==> src/rtl/img_pkg.sv <==
// Shared image constants, pixel type and gray-to-RGB mapping.
// Build option: GRAY2RGB_HEATMAP_EN selects the heatmap palette.
package img_pkg;

   localparam int PIXEL_W        = 8;
   localparam int IMG_WIDTH_DEF  = 640;
   localparam int IMG_HEIGHT_DEF = 480;

   typedef struct packed {
      logic [PIXEL_W-1:0] r;
      logic [PIXEL_W-1:0] g;
      logic [PIXEL_W-1:0] b;
   } rgb_t;

   function automatic rgb_t gray_to_rgb(
      input logic [PIXEL_W-1:0] gray
   );
      rgb_t p;
`ifdef GRAY2RGB_HEATMAP_EN
      logic [PIXEL_W-1:0] d;
      // doubled offset from the half-scale point;
      // 255-d is simply the bitwise inverse of d
      d = {gray[PIXEL_W-2:0], 1'b0};
      if (!gray[PIXEL_W-1]) begin
         p.r = '0;
         p.g = d;
         p.b = ~d;
      end else begin
         p.r = d;
         p.g = ~d;
         p.b = '0;
      end
`else
      p.r = gray;
      p.g = gray;
      p.b = gray;
`endif
      return p;
   endfunction

endpackage

==> src/rtl/pixel_fifo.sv <==
// Synchronous FIFO holding mapped output pixels.
// Extra pointer bit separates full from empty.
module pixel_fifo #(
   parameter int WIDTH = 24,
   parameter int DEPTH = 8
) (
   input  logic             clk,
   input  logic             rst,
   input  logic             push,
   input  logic             pop,
   input  logic [WIDTH-1:0] din,
   output logic [WIDTH-1:0] dout,
   output logic             full,
   output logic             empty
);

   localparam int AW = $clog2(DEPTH);

   logic [WIDTH-1:0] mem [DEPTH];
   logic [AW:0]      wr_ptr;
   logic [AW:0]      rd_ptr;
   logic             do_push;
   logic             do_pop;

   assign empty   = (wr_ptr == rd_ptr);
   assign full    = (wr_ptr[AW] != rd_ptr[AW]) &&
                    (wr_ptr[AW-1:0] == rd_ptr[AW-1:0]);
   assign do_push = push && !full;
   assign do_pop  = pop && !empty;
   assign dout    = mem[rd_ptr[AW-1:0]];

   // pointer advance on accepted push/pop
   always_ff @(posedge clk or negedge rst) begin
      if (!rst) begin
         wr_ptr <= '0;
         rd_ptr <= '0;
      end else begin
         if (do_push) wr_ptr <= wr_ptr + 1'b1;
         if (do_pop)  rd_ptr <= rd_ptr + 1'b1;
      end
   end

   // storage write; contents need no reset
   always_ff @(posedge clk) begin
      if (do_push) mem[wr_ptr[AW-1:0]] <= din;
   end

endmodule

==> src/rtl/gray2rgb_output.sv <==
// Gray-to-RGB output stage: buffering, frame position, done/err.
// Palette chosen by GRAY2RGB_HEATMAP_EN (see img_pkg).
module gray2rgb_output
   import img_pkg::*;
#(
   parameter int IMG_WIDTH  = IMG_WIDTH_DEF,
   parameter int IMG_HEIGHT = IMG_HEIGHT_DEF,
   parameter int FIFO_DEPTH = 8
) (
   input  logic               clk,
   input  logic               rst,
   input  logic [PIXEL_W-1:0] gray_i,
   input  logic               valid_i,
   output logic               ready_o,
   input  logic               done_i,
   output logic [PIXEL_W-1:0] r_o,
   output logic [PIXEL_W-1:0] g_o,
   output logic [PIXEL_W-1:0] b_o,
   output logic               valid_o,
   input  logic               ready_i,
   output logic               sof_o,
   output logic               eol_o,
   output logic               done_o,
   output logic               err_o
);

   localparam int CW = (IMG_WIDTH  > 1) ? $clog2(IMG_WIDTH)  : 1;
   localparam int RW = (IMG_HEIGHT > 1) ? $clog2(IMG_HEIGHT) : 1;

   logic          run;
   logic          full;
   logic          empty;
   logic          push;
   logic          pop;
   rgb_t          in_pix;
   rgb_t          head;
   logic [CW-1:0] col;
   logic [RW-1:0] row;
   logic          col_last;
   logic          row_last;
   logic          at_origin;
   logic          frame_end;
   logic          pend;
   logic          pend_idle;
   logic          short_frame;

   assign in_pix  = gray_to_rgb(gray_i);
   assign ready_o = run && !full;
   assign valid_o = !empty;
   assign push    = valid_i && ready_o;
   assign pop     = valid_o && ready_i;

   // data outputs forced low whenever nothing is presented
   assign r_o = valid_o ? head.r : '0;
   assign g_o = valid_o ? head.g : '0;
   assign b_o = valid_o ? head.b : '0;

   assign col_last  = (col == CW'(IMG_WIDTH - 1));
   assign row_last  = (row == RW'(IMG_HEIGHT - 1));
   assign at_origin = (col == '0) && (row == '0);
   assign sof_o     = valid_o && at_origin;
   assign eol_o     = valid_o && col_last;

   // frame end wins; a pending done with an idle
   // FIFO either closes a short frame or is dropped
   assign frame_end   = pop && col_last && row_last;
   assign pend_idle   = pend && empty && !frame_end;
   assign short_frame = pend_idle && !at_origin;

   pixel_fifo #(
      .WIDTH ($bits(rgb_t)),
      .DEPTH (FIFO_DEPTH)
   ) u_fifo (
      .clk   (clk),
      .rst   (rst),
      .push  (push),
      .pop   (pop),
      .din   (in_pix),
      .dout  (head),
      .full  (full),
      .empty (empty)
   );

   // frame position, done pulse, pending and sticky error
   always_ff @(posedge clk or negedge rst) begin
      if (!rst) begin
         run    <= 1'b0;
         col    <= '0;
         row    <= '0;
         pend   <= 1'b0;
         done_o <= 1'b0;
         err_o  <= 1'b0;
      end else begin
         run    <= 1'b1;
         done_o <= frame_end || short_frame;
         pend   <= done_i || (pend && !frame_end && !pend_idle);
         if (short_frame) begin
            err_o <= 1'b1;
            col   <= '0;
            row   <= '0;
         end else if (pop) begin
            if (col_last) begin
               col <= '0;
               row <= row_last ? '0 : row + 1'b1;
            end else begin
               col <= col + 1'b1;
            end
         end
      end
   end

endmodule

==> config.mk <==
export PLATFORM = sky130hd
export DESIGN_NAME = gray2rgb_output
export DESIGN_NICKNAME = d
export VERILOG_FILES = /design/src/rtl/img_pkg.sv /design/src/rtl/pixel_fifo.sv /design/src/rtl/gray2rgb_output.sv
export SDC_FILE = /design/constraint.sdc
export NUM_CORES = 1
export LEC_CHECK = 0
export CAP_MARGIN = 30
export CORE_ASPECT_RATIO = 0.6
export CORE_MARGIN = 2
export CORE_UTILIZATION = 61
export DETAILED_ROUTE_END_ITERATION = 7
export PLACE_DENSITY = 0.78
export SYNTH_ARGS = -nofsm -noshare
export SYNTH_HDL_FRONTEND = slang
export SYNTH_HIERARCHICAL = 1
export SYNTH_SLANG_ARGS = --single-unit
==> constraint.sdc <==
create_clock -name clk -period 4.6 [get_ports clk]
set_input_delay 0.92 -clock clk [delete_from_list [all_inputs] [get_ports clk]]
set_output_delay 0.92 -clock clk [all_outputs]
set_load 0.01 [all_outputs]
==> summary.log, run 1 <==
[cts] post-cts repair resize count 0
[run_status] run status finished clean
[cts] clock tree from TritonCTS yes
[place] total half-perimeter wirelength after legalization and detailed placement 9650 µm
[timing] setup repair after global routing missed its margin false
[synthesis] synthesis-stage register bit count 223
[cts] Post-CTS Setup Inserts 0
[worst_setup_path] depth of the worst register-to-register path 9
[timing] max-slew headroom at the worst pin 41.1%
[worst_setup_path] Worst Setup SP u_fifo/rd_ptr[0]
[worst_setup_path] crit path launch type register
[timing] Final TNS setup 0 ns
[cts] CTS buffer count 20
[timing] number of setup violations in the final report 0
[synthesis] post-synthesis compound-gate area fraction 2.98%
[place] DP Worst Slack 0.882 ns
[layout] total area of sequential cells 0.00654 mm²
[timing] worst-case setup margin in the final layout 0.384 ns
[floorplanning] I/O Pins 43
[synthesis] leading cell type by number of instances after synthesis sky130_fd_sc_hd__edfxtp_1
[synthesis] flip-flop cell with the highest count after synthesis sky130_fd_sc_hd__edfxtp_1
[flow_run] max_cap viols 0
[power_and_ir_drop] cell area power density 616 mW/mm²
[layout] number of nets in the final layout 574
[synthesis] adder-cell share of the synthesized area 0.790%
[timing] Final Skew 0.00925 ns
[worst_setup_path] critical path fanouts, max 52
[worst_setup_path] worst reg2reg path startpoint u_fifo/wr_ptr[0]
[synthesis] cell type contributing the most total cell area after synthesis sky130_fd_sc_hd__edfxtp_1
[floorplanning] core footprint 0.0153 mm²
[timing] min cycle time layout 4.22 ns
[floorplanning] initial cell density of the core 62.2%
[worst_hold_path] min-delay worst type register to register
[synthesis] Simple-Gate Fraction of Synth Area 6.82%
[grt] gr ovfl total 0
[worst_setup_path] kind of capture point of the worst setup path output pin
[grt] largest net degree at the start of global routing 53
[worst_setup_path] termination of the worst setup path g_o[0]
[cts] count of hold-fix buffers inserted at cts 0
[synthesis] Synth area leaders sky130_fd_sc_hd__edfxtp_1 61%, sky130_fd_sc_hd__mux4_1 11%, sky130_fd_sc_hd__dfrtp_1 8.2%
[drt] vias 4920
[synthesis] top-area cell type share of the netlist area 60.7%
[worst_setup_path] endpoint of the worst register-to-register path u_fifo/rd_ptr[3]
[power_and_ir_drop] Static Leak 3.65 nW
[cts] clock insertion delay at the later pin of the skew report 0.49 ns
[synthesis] number of unique standard cell types used by synthesis 54
[worst_setup_path] data required time of the critical path 3.68 ns
[drt] Routed wire per std cell 23.2 µm
[synthesis] Synth warnings 6
[worst_setup_path] slack of the worst reg-to-reg path 1.28 ns
[drt] ANT nets after route 0
[place] number of input and output port buffers inserted 42
[cts] cell chosen for the clock root sky130_fd_sc_hd__clkbuf_16
[floorplanning] Site Rows 35
[power_and_ir_drop] peak supply drop 0.411 mV
[place] gpl congestion 0.855
[layout] footprint of the multi-input gates 0.00276 mm²
[synthesis] share of synthesized flip-flops with an asynchronous set or reset 13.9%
[drt] average vias per placed instance 6.37
[cts] clock edge transition at the registers on the reported setup and hold paths 0.07 ns
[layout] share of cells above drive strength 1 17.2%
[layout] P&R area growth vs syn 13.2%
[cts] Num Clock Sinks 223
[floorplanning] chip height 101 µm
[drt] router iterations before antenna repair 5
[synthesis] Syn Nets 521
[synthesis] mean cell area of the mapped netlist 18.9 µm²
[timing] maximum frequency from static timing analysis 237 MHz
[timing] slew at the pin closest to its max-slew limit 0.884 ns
[synthesis] fraction of synthesized cell area in xor and xnor cells 2.07%
[synthesis] top post-synthesis cells by count 192 x sky130_fd_sc_hd__edfxtp_1, 39 x sky130_fd_sc_hd__mux4_1, 31 x sky130_fd_sc_hd__dfrtp_1, 27 x sky130_fd_sc_hd__nor2b_1, 24 x sky130_fd_sc_hd__mux2_2
[grt] vias in the first global route 4839
[layout] Antenna Diode Count 0
[grt] antenna violations before repair 0
[timing] share of the clock period used by the worst path 91.7%
[synthesis] cell area after synthesis 0.00950 mm²
[drt] total routed wirelength 17900 µm
[synthesis] number of cells produced by synthesis 502
[worst_setup_path] Worst Path Arrival 3.30 ns
[synthesis] EDFF count, synth 192
[cts] maximum buffer depth of the clock tree 3
[drt] drt drc 0
[timing] number of hold violations in the final report 0
[floorplanning] Die Area 0.0166 mm²
[floorplanning] chip width 165 µm
[synthesis] register area share after synthesis 68.9%
[layout] count of fill cells added during filler insertion 894
[timing] max-slew violations 0
[drt] initial detailed-routing violation count 453
[synthesis] largest family of logic cells by synthesized area multiplexers
[synthesis] proportion of synthesized area in mux cells 16.0%
[grt] GR Util All Layers 22.6%
[worst_setup_path] crit path kind register to output pin
[cts] number of H-tree levels 1
[grt] global-route wire length before repair 27900 µm
[worst max-delay path, cell delays in order (launching register included)]
cell and delay (ns):
sky130_fd_sc_hd__dfrtp_2 0.43, sky130_fd_sc_hd__buf_4 0.72, sky130_fd_sc_hd__mux4_1 0.69, sky130_fd_sc_hd__mux2_2 0.29
sky130_fd_sc_hd__nor2b_1 0.16, sky130_fd_sc_hd__clkdlybuf4s50_1 0.51
[kinds of logic after synthesis]
logic type                 after synthesis
other                                    1
and+or+nand+nor                        114
muxes                                   74
buffers and inverters                   34
adders and majority gates                6
xor gates and xnor gates                16
AOI/OAI and AO/OA                       34
DFF                                    223
[flip-flops by register name (all words and copies together), names as in the netlist]
name,cells
run,1
col,10
u_fifo/rd_ptr,4
err_o,1
pend,1
u_fifo/wr_ptr,4
u_fifo/mem,192
done_o,1
row,9
[worst min path at each step]
stage / from / cells past startpoint / end / slack [ns]
after floorplan: pend / 1 / pend / 0.48
after global placement: err_o / 1 / err_o / 0.45
after global routing: err_o / 1 / err_o / 0.50
after detailed placement: err_o / 1 / err_o / 0.46
final: err_o / 1 / err_o / 0.48
after CTS: err_o / 1 / err_o / 0.48
[cell usage in the layout, fill, tap and decap left out, types with 6 or more instances in the layout]
cell                              Yosys  layout
sky130_fd_sc_hd__mux4_1              39      39
sky130_fd_sc_hd__edfxtp_1           192     192
sky130_fd_sc_hd__ha_1                 6       6
sky130_fd_sc_hd__mux4_2               9       9
sky130_fd_sc_hd__xnor2_1              8       8
sky130_fd_sc_hd__nor2_1              22      17
sky130_fd_sc_hd__mux2_2              24      24
sky130_fd_sc_hd__clkinv_1             1       8
sky130_fd_sc_hd__clkdlybuf4s50_1      0      42
sky130_fd_sc_hd__a21oi_1             10      10
sky130_fd_sc_hd__nand3_1              8       8
sky130_fd_sc_hd__clkbuf_16            0      21
sky130_fd_sc_hd__buf_4                1      14
sky130_fd_sc_hd__dfrtp_1             31      29
sky130_fd_sc_hd__nor2b_1             27      27
sky130_fd_sc_hd__nand4_1              7       7
sky130_fd_sc_hd__nand2_1             16      16
sky130_fd_sc_hd__inv_1                8       8
[per-layer routing]
layer	wire length, µm	vias up	share of wire [%]	track usage [%]
li1	-	2138	-	-
met5	0	-	0	0
met2	8400	203	47	34.8
met4	271	0	1.5	4.95
met3	1230	28	6.8	3.70
met1	8040	2551	45	35.0
[layout make-up]
class	count	share of cell area [%]
repair buffers	56	4.89
flip-flops and latches	223	60.8
multi-input cells	245	25.7
clock inverters	11	0.896
inverters	9	0.314
well taps	203	2.36
clock buffers	25	5.03
[metrics by stage]
step           hold WS (ns)  total power, mW  utilization (%)  area (µm²)  cells
6_report              0.477             6.62             70.4       10800    772
5_1_grt               0.501             6.91             70.4       10800    772
4_1_cts               0.476             6.65             70.4       10800    772
3_5_place_dp          0.461             5.02             66.2       10100    736
3_3_place_gp          0.453             4.94             66.2       10100    736
2_1_floorplan         0.482             4.21                -        9500    502
[power breakdown]
part,switching (mW),total [mW],internal [mW]
Clock,0.690,1.63,0.944
Combinational,1.18,2.40,1.22
Sequential,0.161,2.59,2.43
Power figures use the tool's default switching activity.
==> run 2, diff against run 1 <==
==> constraint.sdc (replaced) <==
create_clock -name clk -period 4.6 [get_ports clk]
set_input_delay 0.46 -clock clk [delete_from_list [all_inputs] [get_ports clk]]
set_output_delay 0.46 -clock clk [all_outputs]
set_load 0.01 [all_outputs]
==> run 2 against run 1 <==
Net effect:
- first-iteration DRC count is 12% lower
- largest power group unchanged
- critical path depth is 1 higher
- largest cell class unchanged
- wire length is 4.5% lower
- highest routed layer unchanged
- global-route usage is 1.1 points lower
- sequential cell count stayed put
- critical endpoint is now r_o[1]
==> summary.log, run 2 (synthesized netlist as in run 1, its figures left out) <==
[timing] Final Skew 0.0121 ns [+0.00288 ns]
[cts] number of H-tree levels 1 [unchanged]
[layout] number of cells in the finished layout apart from fillers 772 [unchanged]
[layout] Util after Layout 70.4% [about the same]
[drt] vias 4786 [-2.7%]
[timing] share of the clock period used by the worst path 81.7% [-9.9 points]
[layout] most common cell after layout, fill and taps aside sky130_fd_sc_hd__edfxtp_1
[power_and_ir_drop] cell area power density 613 mW/mm² [-0.41%]
[place] total half-perimeter wirelength after legalization and detailed placement 9640 µm [-0.12%]
[cts] Post-CTS Setup Inserts 0 [unchanged]
[floorplanning] chip width 165 µm [unchanged]
[cts] count of hold-fix buffers inserted at cts 0 [unchanged]
[layout] number of nets in the final layout 575 [+0.17%]
[timing] setup repair after global routing missed its margin false
[grt] GR Util All Layers 21.5% [-1.1 points]
[floorplanning] chip height 101 µm [unchanged]
[timing] number of setup violations in the final report 0 [unchanged]
[drt] initial detailed-routing violation count 399 [-12%]
[worst_setup_path] cell at the slowest stage of the critical path sky130_fd_sc_hd__dfrtp_1
[timing] Final TNS setup 0 ns [unchanged]
[power_and_ir_drop] peak supply drop 0.368 mV [-11%]
[layout] P&R area growth vs syn 13.3% [about the same]
[layout] count of fill cells added during filler insertion 913 [+2.1%]
[drt] total routed wirelength 17100 µm [-4.5%]
[worst_setup_path] kind of capture point of the worst setup path output pin
[worst_setup_path] crit path kind register to output pin
[worst_setup_path] endpoint of the worst register-to-register path row[7]
[cts] CTS buffer count 20 [unchanged]
[cts] post-cts repair resize count 0 [unchanged]
[grt] vias in the first global route 4686 [-3.2%]
[drt] router iterations before antenna repair 5 [unchanged]
[worst_setup_path] dominant delay contributor by cell family on the critical path simple AND/OR/NAND/NOR gates
[worst_hold_path] min-delay worst type input pin to async pin
[cts] clock insertion delay at the later pin of the skew report 0.49 ns [about the same]
[flow_run] max_cap viols 0 [unchanged]
[place] gpl congestion 0.844 [-1.3%]
[grt] global-route wire length before repair 26600 µm [-4.9%]
[layout] share of cells above drive strength 1 17.9% [+0.70 points]
[timing] max-slew violations 0 [unchanged]
[cts] maximum buffer depth of the clock tree 3 [unchanged]
[floorplanning] core footprint 0.0153 mm² [unchanged]
[grt] antenna violations before repair 0 [unchanged]
[layout] top library cells by usage in the layout, fill and taps aside 192 x sky130_fd_sc_hd__edfxtp_1, 42 x sky130_fd_sc_hd__clkdlybuf4s50_1, 39 x sky130_fd_sc_hd__mux4_1, 29 x sky130_fd_sc_hd__dfrtp_1, 27 x sky130_fd_sc_hd__nor2b_1
[layout] Antenna Diode Count 0 [unchanged]
[timing] number of hold violations in the final report 0 [unchanged]
[place] number of input and output port buffers inserted 42 [unchanged]
[floorplanning] I/O Pins 43 [unchanged]
[timing] maximum frequency from static timing analysis 266 MHz [+12%]
[grt] largest net degree at the start of global routing 53 [unchanged]
[worst_setup_path] data required time of the critical path 4.14 ns [+0.46 ns]
[worst_setup_path] Critical Path Max Stage Delay 0.67 ns [-0.05 ns]
[worst_setup_path] cells along the critical path xor2_4, or3_4, nor2_2, buf_4, nor2b_1, clkdlybuf4s50_1
[power_and_ir_drop] Static Leak 3.66 nW [+0.18%]
[drt] drt drc 0 [unchanged]
[floorplanning] Die Area 0.0166 mm² [unchanged]
[drt] average vias per placed instance 6.20 [-2.7%]
[place] Placed Instances 737 [+0.14%]
[worst_setup_path] depth of the worst register-to-register path 8 [-1]
[worst_setup_path] worst reg2reg path startpoint u_fifo/wr_ptr[0]
[floorplanning] initial cell density of the core 62.2% [unchanged]
[worst_setup_path] Worst Path Arrival 3.30 ns [about the same]
[cts] cell chosen for the clock root sky130_fd_sc_hd__clkbuf_16
[floorplanning] Site Rows 35 [unchanged]
[drt] Routed wire per std cell 22.2 µm [-4.5%]
[worst_setup_path] count of buffer and inverter cells on the critical path 2 [unchanged]
[cts] clock tree from TritonCTS yes
[run_status] run status finished clean
[worst_setup_path] critical path fanouts, max 12 [-77%]
[worst_setup_path] crit path launch type register
[cts] Num Clock Sinks 223 [unchanged]
[timing] slew at the pin closest to its max-slew limit 0.867 ns [-0.0168 ns]
[timing] max-slew headroom at the worst pin 42.2% [+1.1 points]
[worst_setup_path] slack of the worst reg-to-reg path 1.09 ns [-0.19 ns]
[layout] max FFs per register 192 [unchanged]
[cts] clock edge transition at the registers on the reported setup and hold paths 0.07 ns [about the same]
[timing] min cycle time layout 3.76 ns [-0.456 ns]
[drt] ANT nets after route 0 [unchanged]
[grt] gr ovfl total 0 [unchanged]
[run 2: area by class of cell]
type                       count  area [µm²]  share of cell area, %
tap                          203         254                   2.36
clock buffer                  26         544                   5.06
inverter                       9        33.8                  0.314
multi-input combinational    245        2760                   25.6
timing repair buffer          57         533                   4.95
clock inverter                 9        92.6                  0.860
sequential                   223        6540                   60.8
[run 2: routing by layer]
layer | global-route usage, % | routed length [µm]
met1 | 33.3 | 7870
met5 | 0 | 0
met3 | 3.50 | 1030
met4 | 4.75 | 290
met2 | 33.0 | 7940
[run 2: per-stage QoR]
stage	setup slack [ns]	hold slack (ns)	power (mW)	area (µm²)
floorplan	0.208	0.164	4.21	9500
global placement	1.34	0.452	4.95	10100
detailed placement	1.17	0.461	5.03	10100
CTS	0.838	0.358	6.66	10800
global route	0.719	0.396	6.92	10800
finish	0.840	0.358	6.60	10800
[run 2: worst max path at each step]
stage                             endpoint              from  slack, ns  cells after the start
after floorplan           u_fifo/mem[4][0]  u_fifo/rd_ptr[3]       0.21                      6
after CTS                           g_o[1]  u_fifo/wr_ptr[0]       0.84                      6
after global routing                r_o[4]  u_fifo/wr_ptr[0]       0.72                      6
final                               r_o[1]  u_fifo/wr_ptr[0]       0.84                      6
after detailed placement            row[7]  u_fifo/wr_ptr[0]       1.17                      8
after global placement              row[3]  u_fifo/wr_ptr[0]       1.34                      8
[run 2: power breakdown]
part           internal, mW  switching [mW]  leakage (nW)  total, mW
sequential             2.43           0.157          2.13       2.58
clock                 0.946           0.676         0.312       1.62
combinational          1.23            1.17          1.22       2.40
==> run 3, diff against run 2 <==
clock period = 3.75 ns   (was 4.6 ns; I/O delays follow)
==> run 3 against run 2 <==
Net effect:
- clock power up 17%
- sequential cell count unchanged
- register-to-register slack worse by 0.40 ns
- worst hold slack worse by 0.23 ns
- combinational power up 23%
- largest power group unchanged
==> summary.log, run 3 (synthesized netlist as in run 1, its figures left out) <==
[grt] gr ovfl total 0 [unchanged]
[drt] drt drc 0 [unchanged]
[layout] number of cells in the finished layout apart from fillers 775 [+0.39%]
[layout] number of nets in the final layout 577 [+0.35%]
[worst_setup_path] kind of capture point of the worst setup path output pin
[timing] number of setup violations in the final report 0 [unchanged]
[layout] P&R area growth vs syn 13.6%
[floorplanning] Die Area 0.0166 mm² [unchanged]
[power_and_ir_drop] peak supply drop 0.512 mV [+39%]
[cts] maximum buffer depth of the clock tree 3 [unchanged]
[cts] count of hold-fix buffers inserted at cts 0 [unchanged]
[timing] slew at the pin closest to its max-slew limit 0.769 ns [-0.0983 ns]
[cts] clock edge transition at the registers on the reported setup and hold paths 0.06 ns [about the same]
[cts] CTS buffer count 20 [unchanged]
[flow_run] max_cap viols 0 [unchanged]
[floorplanning] chip width 165 µm [unchanged]
[drt] router iterations before antenna repair 5 [unchanged]
[layout] most common cell after layout, fill and taps aside sky130_fd_sc_hd__edfxtp_1
[worst_setup_path] crit path launch type register
[cts] clock insertion delay at the later pin of the skew report 0.50 ns [about the same]
[cts] number of H-tree levels 1 [unchanged]
[floorplanning] I/O Pins 43 [unchanged]
[layout] count of fill cells added during filler insertion 917 [+0.44%]
[place] total half-perimeter wirelength after legalization and detailed placement 9380 µm [-2.7%]
[timing] min cycle time layout 3.30 ns
[grt] GR Util All Layers 21.2% [-0.34 points]
[power_and_ir_drop] Static Leak 3.66 nW [+0.23%]
[drt] Routed wire per std cell 21.3 µm [-4.0%]
[timing] worst-case setup margin in the final layout 0.455 ns [-0.385 ns]
[place] DP Worst Slack 0.702 ns [-0.464 ns]
[layout] Antenna Diode Count 0 [unchanged]
[cts] cell chosen for the clock root sky130_fd_sc_hd__clkbuf_16
[place] Placed Instances 739 [+0.27%]
[timing] number of hold violations in the final report 0 [unchanged]
[layout] max FFs per register 192 [unchanged]
[drt] vias 4724 [-1.3%]
[grt] vias in the first global route 4578 [-2.3%]
[worst_hold_path] min-delay worst type input pin to async pin
[layout] Util after Layout 70.6% [+0.19 points]
[floorplanning] initial cell density of the core 62.2% [unchanged]
[timing] max-slew violations 0 [unchanged]
[place] number of input and output port buffers inserted 42 [unchanged]
[worst_setup_path] crit path kind register to output pin
[grt] antenna violations before repair 0 [unchanged]
[floorplanning] core footprint 0.0153 mm² [unchanged]
[cts] Post-CTS Setup Inserts 0 [unchanged]
[floorplanning] Site Rows 35 [unchanged]
[grt] largest net degree at the start of global routing 49 [-7.5%]
[cts] Num Clock Sinks 223 [unchanged]
[drt] total routed wirelength 16500 µm [-3.6%]
[timing] max-slew headroom at the worst pin 48.3% [+6.1 points]
[place] gpl congestion 0.867 [+2.6%]
[timing] Final Skew 0.0208 ns [+0.00867 ns]
[cts] post-cts repair resize count 0 [unchanged]
[cts] clock tree from TritonCTS yes
[worst_setup_path] data required time of the critical path 3.38 ns [-0.76 ns]
[drt] initial detailed-routing violation count 543 [+36%]
[layout] share of cells above drive strength 1 17.7% [-0.27 points]
[grt] global-route wire length before repair 25900 µm [-2.4%]
[run_status] run status finished clean
[worst_setup_path] Worst Path Arrival 2.92 ns [-0.38 ns]
[timing] maximum frequency from static timing analysis 303 MHz
[worst_setup_path] critical path fanouts, max 48 [+36]
[timing] share of the clock period used by the worst path 87.9%
[layout] top library cells by usage in the layout, fill and taps aside 192 x sky130_fd_sc_hd__edfxtp_1, 42 x sky130_fd_sc_hd__clkdlybuf4s50_1, 39 x sky130_fd_sc_hd__mux4_1, 29 x sky130_fd_sc_hd__dfrtp_1, 27 x sky130_fd_sc_hd__nor2b_1
[timing] setup repair after global routing missed its margin false
[drt] average vias per placed instance 6.10 [-1.7%]
[floorplanning] chip height 101 µm [unchanged]
[drt] ANT nets after route 0 [unchanged]
[timing] worst hold-check slack 0.132 ns [-0.225 ns]
[timing] Final TNS setup 0 ns [unchanged]
[power_and_ir_drop] cell area power density 743 mW/mm² [+21%]
==> run 3: final cells by class <==
class,count,area [µm²],share of cell area (%)
Timing Repair Buffer,59,581,5.38
Inverter,9,33.8,0.313
Sequential cell,223,6540,60.6
Clock buffer,23,512,4.74
Multi-Input combinational cell,245,2780,25.7
Clock inverter,13,91.3,0.846
Tap cell,203,254,2.35
==> run 3: metal layers <==
layer	global-route usage [%]	up-vias	part of all wire [%]
met5	0	-	0
met4	5.89	0	2.0
met3	3.91	31	4.9
met2	31.2	125	46
met1	33.1	2420	47
li1	-	2148	-
==> run 3: report_power, final <==
part	leakage (nW)	internal [mW]	switching, mW
combinational	1.24	1.53	1.43
clock	0.295	1.05	0.838
sequential	2.13	2.98	0.201
==> run 3: final timing paths <==
path	from	endpoint	slack [ns]	cells past startpoint
min	rst	u_fifo/wr_ptr[2]	0.13	1
min reg2reg	err_o	err_o	0.47	1
max	u_fifo/rd_ptr[0]	r_o[0]	0.45	5
min in group clk	err_o	err_o	0.47	1
max in group asynchronous	rst	row[4]	3.02	3
max reg2reg	u_fifo/wr_ptr[1]	u_fifo/rd_ptr[3]	0.69	10
==> run 3: worst max-delay path, cell delays in order, from the launching register on <==
cell and delay (ns):
sky130_fd_sc_hd__dfrtp_2 0.49, sky130_fd_sc_hd__buf_12 0.35, sky130_fd_sc_hd__mux4_1 0.66, sky130_fd_sc_hd__mux2_2 0.29, sky130_fd_sc_hd__nor2b_1 0.14, sky130_fd_sc_hd__clkdlybuf4s50_1 0.48
==> run 3: metrics by stage <==
step / instance area, µm² / power, mW
finish: 10800 / 8.02
global route: 10800 / 8.43
CTS: 10800 / 8.10
detailed placement: 10200 / 6.20
global placement: 10200 / 6.13
floorplan: 9510 / 5.17
